--- config.mk ---
export PLATFORM = sky130hd
export DESIGN_NAME = score_keeper
export DESIGN_NICKNAME = d
export VERILOG_FILES = /design/src/rtl/score_keeper.sv
export SDC_FILE = /design/constraint.sdc
export NUM_CORES = 1
export LEC_CHECK = 0
export CAP_MARGIN = 10
export CELL_PAD_IN_SITES_DETAIL_PLACEMENT = 0
export CELL_PAD_IN_SITES_GLOBAL_PLACEMENT = 1
export CORE_MARGIN = 1.5
export CORE_UTILIZATION = 30
export DETAILED_ROUTE_END_ITERATION = 6
export PLACE_DENSITY_LB_ADDON = 0.1
export SLEW_MARGIN = 20
export SYNTH_ARGS = -nofsm -noshare
export SYNTH_HDL_FRONTEND = slang
export SYNTH_SLANG_ARGS = --single-unit
--- constraint.sdc ---
create_clock -name clk -period 1.6 [get_ports clk]
set_clock_uncertainty 0.15 [all_clocks]
set_input_delay 0.24 -clock clk [delete_from_list [all_inputs] [get_ports clk]]
set_output_delay 0.24 -clock clk [all_outputs]
set_load 0.05 [all_outputs]
--- src/rtl/score_keeper.sv ---
// rtl/score_keeper.sv - table-tennis game score engine driving two 4-bit display codes
// Optional feature macro: SCORE_DEUCE_EN (win-by-two via DEUCE/ADV_A/ADV_B states)
module score_keeper #(
   parameter int START_SERVER = 0
) (
   input  logic       clk,
   input  logic       rst_n,
   input  logic       pt_a,
   input  logic       pt_b,
   input  logic       new_game,
   output logic [3:0] score_a,
   output logic [3:0] score_b,
   output logic       server,
   output logic       game_over,
   output logic       winner
);

   localparam logic START_BIT = (START_SERVER != 0);

`ifdef SCORE_DEUCE_EN
   typedef enum logic [2:0] {
      PLAY  = 3'd0,
      WON_A = 3'd1,
      WON_B = 3'd2,
      DEUCE = 3'd3,
      ADV_A = 3'd4,
      ADV_B = 3'd5
   } state_t;
`else
   typedef enum logic [2:0] {
      PLAY  = 3'd0,
      WON_A = 3'd1,
      WON_B = 3'd2
   } state_t;
`endif

   state_t     state, state_n;
   logic [3:0] score_a_n, score_b_n;
   logic       server_n;
   logic       pair, pair_n;
   logic       pt_a_q, pt_b_q;
   logic       hit_a, hit_b;

   assign hit_a = pt_a & ~pt_a_q;
   assign hit_b = pt_b & ~pt_b_q;

   // State, score, serve and edge-detect registers
   always_ff @(posedge clk) begin
      if (!rst_n) begin
         state   <= PLAY;
         score_a <= 4'd0;
         score_b <= 4'd0;
         server  <= START_BIT;
         pair    <= 1'b0;
         pt_a_q  <= 1'b0;
         pt_b_q  <= 1'b0;
      end else begin
         state   <= state_n;
         score_a <= score_a_n;
         score_b <= score_b_n;
         server  <= server_n;
         pair    <= pair_n;
         pt_a_q  <= pt_a;
         pt_b_q  <= pt_b;
      end
   end

   // Next-state and next-score logic; a lone hit is the only thing that moves the game
   always_comb begin
      state_n   = state;
      score_a_n = score_a;
      score_b_n = score_b;
      server_n  = server;
      pair_n    = pair;
      if (new_game) begin
         state_n   = PLAY;
         score_a_n = 4'd0;
         score_b_n = 4'd0;
         server_n  = START_BIT;
         pair_n    = 1'b0;
      end else if (hit_a ^ hit_b) begin
         case (state)
            PLAY: begin
               if (hit_a) score_a_n = score_a + 4'd1;
               else       score_b_n = score_b + 4'd1;
               pair_n = ~pair;
               if (pair) server_n = ~server;
               // With deuce built, 11 can only be reached here against <= 9
               if (score_a_n == 4'd11)      state_n = WON_A;
               else if (score_b_n == 4'd11) state_n = WON_B;
`ifdef SCORE_DEUCE_EN
               else if (score_a_n == 4'd10 && score_b_n == 4'd10) state_n = DEUCE;
`endif
            end
`ifdef SCORE_DEUCE_EN
            DEUCE: begin
               server_n = ~server;
               pair_n   = 1'b0;
               if (hit_a) begin
                  state_n   = ADV_A;
                  score_a_n = 4'd11;
               end else begin
                  state_n   = ADV_B;
                  score_b_n = 4'd11;
               end
            end
            ADV_A: begin
               server_n = ~server;
               pair_n   = 1'b0;
               if (hit_a) begin
                  state_n = WON_A;
               end else begin
                  state_n   = DEUCE;
                  score_a_n = 4'd10;
               end
            end
            ADV_B: begin
               server_n = ~server;
               pair_n   = 1'b0;
               if (hit_b) begin
                  state_n = WON_B;
               end else begin
                  state_n   = DEUCE;
                  score_b_n = 4'd10;
               end
            end
`endif
            default: begin
               state_n = state;
            end
         endcase
      end
   end

   assign game_over = (state == WON_A) || (state == WON_B);
   assign winner    = (state == WON_B);

endmodule
# Yosys cells after proc, flatten, opt, wreduce, memory -nomap -nowiden
# Cells that the tools add are included.
totals:
  inputBits: 5
  register_bits: 15
  word_cells: 38
  output_inout_bits: 11
op_classes:
  muxes: 10
  add_sub_neg: 2
  eq_ne: 4
  reduce_logical: 7
  n_bitwise: 8
ops:
  columns: ["cell", "count"]
  rows:
  - ["4-bit 2-to-1 mux", 8]
  - ["4-bit by 1-bit adder with 4-bit output (second input constant)", 2]
  - ["4-bit equality test (second input constant)", 2]
  - ["3-bit 2-to-1 mux", 2]
  - ["3-bit AND reduction", 2]
  - ["1-bit inverter", 5]
  - ["3-bit by 1-bit equality test with 1-bit output (second input constant)", 1]
  - ["3-bit by 2-bit equality test with 1-bit output (second input constant)", 1]
  - ["3-bit zero test", 1]
  - ["1-bit bitwise AND", 2]
  - ["2-bit AND reduction", 1]
  - ["2-bit nonzero test", 1]
  - ["2-bit OR reduction", 1]
  - ["1-bit logical OR", 1]
  - ["1-bit XOR", 1]

# Depth between registers and ports, before layout
logic_depth:
  depth_word: 9
  depth_mapped: 6
  depth_no_buf: 6

# Worst setup path before layout
# No wires, ideal clock.
synth_timing:
  kind: "register -> register"
  startpoint: "reg score_a[0]"
  endpoint: "reg state[1]"
  setup_ns: 0.116
  arrival_ns: 1.580
  path_buffers: 0
  path_slack_ns: -0.246
  synth_period_minus_slack_ns: 1.846
  required_time_ns: 1.334
  path_stages_with_launch: 7
  cell_sequence: "dfxtp_1 -> ha_1 -> xnor2_1 -> nand4b_1 -> o22ai_1 -> nand3_1 -> o211a_1"
synth_via:
  elab_chain_len: 8
  word_cells_on_any_way: 9
  cone_classes: "add/sub: 1; eq/ne: 1; mux: 5; reduce/logical: 2"
synth_lines:
  columns: ["item", "line_no", "text"]
  rows:
  - ["start: declaration", "11", "output logic [3:0] score_a,"]
  - ["start signal: assignment", "59", "score_a <= score_a_n;"]
  - ["4-bit by 1-bit adder with 4-bit output", "84", "if (hit_a) score_a_n = score_a + 4'd1;"]
  - ["4-bit 2-to-1 mux *", "84", null]
  - ["4-bit 2-to-1 mux *", "82", "case (state)"]
  - ["4-bit 2-to-1 mux *", "81", "end else if (hit_a ^ hit_b) begin"]
  - ["4-bit 2-to-1 mux *", "75", "if (new_game) begin"]
  - ["4-bit equality test *", "89", "if (score_a_n == 4'd11) state_n = WON_A;"]
  - ["2-bit nonzero test (no line)", null, null]
  - ["3-bit AND reduction (no line)", null, null]
  - ["end signal: assignment", "58", "state <= state_n;"]
  - ["end: declaration", "37", "state_t state, state_n;"]
# Mark *: on every way between the ends. The rest lies on a longest branch, timed or not. The select of a mux whose other input is x is not followed.
# A chain may end at the register's enable or synchronous reset.

# Worst setup path after layout
layout_timing:
  startpoint: "reg score_b[0]"
  endpoint: "reg state[1]"
layout_via:
  elab_chain_len: 8
layout_lines:
  columns: ["item", "line_no", "text"]
  rows:
  - ["start: declaration", "12", "output logic [3:0] score_b,"]
  - ["start signal: assignment", "60", "score_b <= score_b_n;"]
  - ["4-bit by 1-bit adder with 4-bit output", "85", "else score_b_n = score_b + 4'd1;"]
  - ["4-bit 2-to-1 mux *", "84", null]
  - ["4-bit 2-to-1 mux *", "82", null]
  - ["4-bit 2-to-1 mux *", "81", null]
  - ["4-bit 2-to-1 mux *", "75", null]
  - ["4-bit equality test *", "90", "else if (score_b_n == 4'd11) state_n = WON_B;"]
  - ["2-bit nonzero test (no line) *", null, null]
  - ["3-bit AND reduction (no line) *", null, null]
# Marks and branches as above.

==> summary.md <==
| Metric | Value |
|---|---|
| Hold/Removal Path Class | input pin to flop |
| WHS | between 0.04 and 0.05 ns |
| Ant. Diodes | 0 |
| Area leader, netlist | dfxtp_1 |
| Share of the synthesized area in the top cell type | 0.3916 |
| Chip Width | 51.84 um |
| Die Y | roughly 52 um |
| Worst setup EP type | flop |
| FMAX | approximately 0.64 GHz |
| H-tree depth | 1 |
| Final Max Tran Viols | 0 |
| Final total power | just under 700 uW |
| Critical path type | flop to flop |
| Initial DRC count | 2 |
| Req. time, crit path | 1.68 ns |
| Number of buffers added on ports | 15 |
| CTS tree | yes |
| Root Driver | clkbuf_4 |
| Starting density of the core | 0.3204 |
| Num CTS Buffers | 3 |
| Die Area | 0.002687 mm^2 |
| RSZ-0062 raised after global routing | yes |
| Final worst-path cycle share | 0.9722 |
| MaxCap Viol Count | 0 |
| Final setup margin | 0.04446 ns |
| Relative slew margins | 0.8140 |
| Worst-skew pair later-pin latency | 0.28 ns |
| Sequential share of the synthesized area | 0.3916 |
| Gr usage total | 0.1338 |
| Least-Margin Pin Slew | 0.2770 ns |
| Fin area | 0.001227 mm^2 |
| Finish-stage setup viols | 0 |
| Routed Wire Length | 1426 um |
| GR Overflow Total | 0 |
| Ys flop type | dfxtp_1 |
| Cell Rows | 17 |
| Via count | 627 |
| DP Area | 0.001115 mm^2 |
| Pwr dens | 566.8 mW/mm^2 |
| Pin count of the biggest net entering global routing | 8 |
| Lkg Pwr | about 0.5 nW |
| Post-synthesis async set-or-reset flop share | 0 |
| Worst-path clk slew | 0.08 ns |
| Startpoint types | flop |
| Vias/cell | approximately 4.5 |
| First-pass GRT wire length | roughly 2600 um |
| Number of flops mapped to enable cells by yosys | 0 |
| Top post-synthesis cells by count | 14 x dfxtp_1, 10 x nor2_1, 6 x xor2_1, 5 x nand2_1 |
| Crit path max fanout | 5 |
| Layout cell share with drive strength beyond 1 | 0.4595 |
| Max VDD drop | 0.4569 mV |
| #FFs+latches synth | 14 |
| Synth warn | 0 |
| Fin util | 0.5496 |
| Initial antenna violation count | 0 |
| I/O Pins | 16 |
| Cells after Synth | 75 |
| Final hold violations | 0 |
| CTS Sinks | 14 |
| Synth unique cells | 27 |
| Drc violations | 0 |
| HPWL Detailed | 1139 um |
| Hold buffers post-CTS | 0 |
| Count leader, synth | dfxtp_1 |
| Final GP Congestion | 0.7275 |
| Number of antenna-violating nets in the routed design | 0 |
| CP arrival | approximately 1.6 ns |
| Nets | 122 |
| Post-layout min period | 1.556 ns |
| Cell Area, Synth | 715.7 um^2 |
| Core area | 0.002233 mm^2 |
| Syn nets | between 80 and 90 |
| WL/cell | 10.26 um |
| Dominant cells by area after synthesis | dfxtp_1 39%, xor2_1 7.3%, ha_1 7.0% |
| Vias in the first global route | 623 |
| DP Worst Slack | -0.3528 ns |
| P&R area growth vs syn | 71.50% |
| Clk buf depth | 2 |
| Syn_area_per_cell | 9.542 um^2 |
| Pre-antenna DRT Iters | 2 |
| Status | complete, no violations |
worst max-delay path: stages (launching register included):
cell	delay, ns
dfxtp_4	0.37
ha_4	0.27
nand2_2	0.04
o22a_2	0.21
nor4_4	0.28
o211a_1	0.19
report_power, final:
part / switching [mW] / internal [mW] / total [mW]
clock network: 0.112 / 0.0873 / 0.199
logic: 0.0579 / 0.0780 / 0.136
registers: 0.00556 / 0.355 / 0.361
total: 0.175 / 0.520 / 0.696
path summary, 6_finish.rpt:
check | start | end | slack [ns] | depth (start not counted)
worst max-delay path | score_b[0] | state[1] | 0.04 | 5
worst min-delay path | pt_b | pt_b_q | 0.05 | 2
worst max register to register | score_b[0] | state[1] | 0.04 | 5
worst min register to register | state[0] | state[0] | 0.33 | 2
final cells by class:
class	instances	area [um^2]
Fill cell	220	1006
Multi-Input combinational cell	57	456.7
Timing Repair Buffer	35	415.4
Sequential cell	14	290.3
Tap cell	28	35.03
Clock buffer	3	22.52
Inverter	2	7.507
layer usage:
layer / up-vias / routed length [um] / GRT usage
li1: 326 / - / -
met1: 284 / 655 / 0.1661
met2: 13 / 687 / 0.1962
met3: 4 / 53 / 0.02874
met4: 0 / 30 / 0.1096
met5: - / 0 / 0
logic make-up after synthesis:
family,count (synthesis),synth area share
AOI/OAI and AO/OA,6,0.05943
and+or+nand+nor,34,0.2745
adders and majority gates,4,0.06993
buffers and inverters,4,0.03147
muxes,2,0.02797
DFF,14,0.3916
xor gates and xnor gates,11,0.1451
flip-flops by register name, summed over array words and instances, names as in the netlist:
register	cells
state	2
server	1
pt_b_q	1
score_b	4
pt_a_q	1
score_a	4
pair	1
cells in the final DEF (no fill, tap or decap), drive strengths merged:
cell           netlist  routed
buf                  1      31
dfxtp               14      14
nor2                10      10
xor2                 6       6
nand2                6       6
xnor2                5       5
nand3                4       4
ha                   4       4
nand4                3       3
clkbuf               1       3
inv                  2       2
and2b                2       2
mux2i                2       2
o22ai                2       2
and2                 2       2
clkdlybuf4s50        0       2
nand2b               2       2
nor3b                1       1
o21ai                1       1
or3                  1       1
a21oi                1       1
nand4b               1       1
o22a                 1       1
nor4                 1       1
nor2b                1       1
o211a                1       1
dlygate4sd2          0       1
dlymetal6s2s         0       1
per-stage QoR:
| stage | std cells | setup TNS [ns] |
|---|---|---|
| 6_report | 139 | 0 |
| 5_1_grt | 139 | -0.01834 |
| 4_1_cts | 135 | -0.002579 |
| 3_5_place_dp | 131 | -2.653 |
| 3_3_place_gp | 131 | -2.552 |
| 2_1_floorplan | 75 | -0.03223 |
what timing repair did:
item,in CTS,in global routing
endpoints found under the setup margin,3,4
pin swaps,3,6
buffers inserted,1,4
resized for setup,4,8
(Power assumes the default switching activity.)
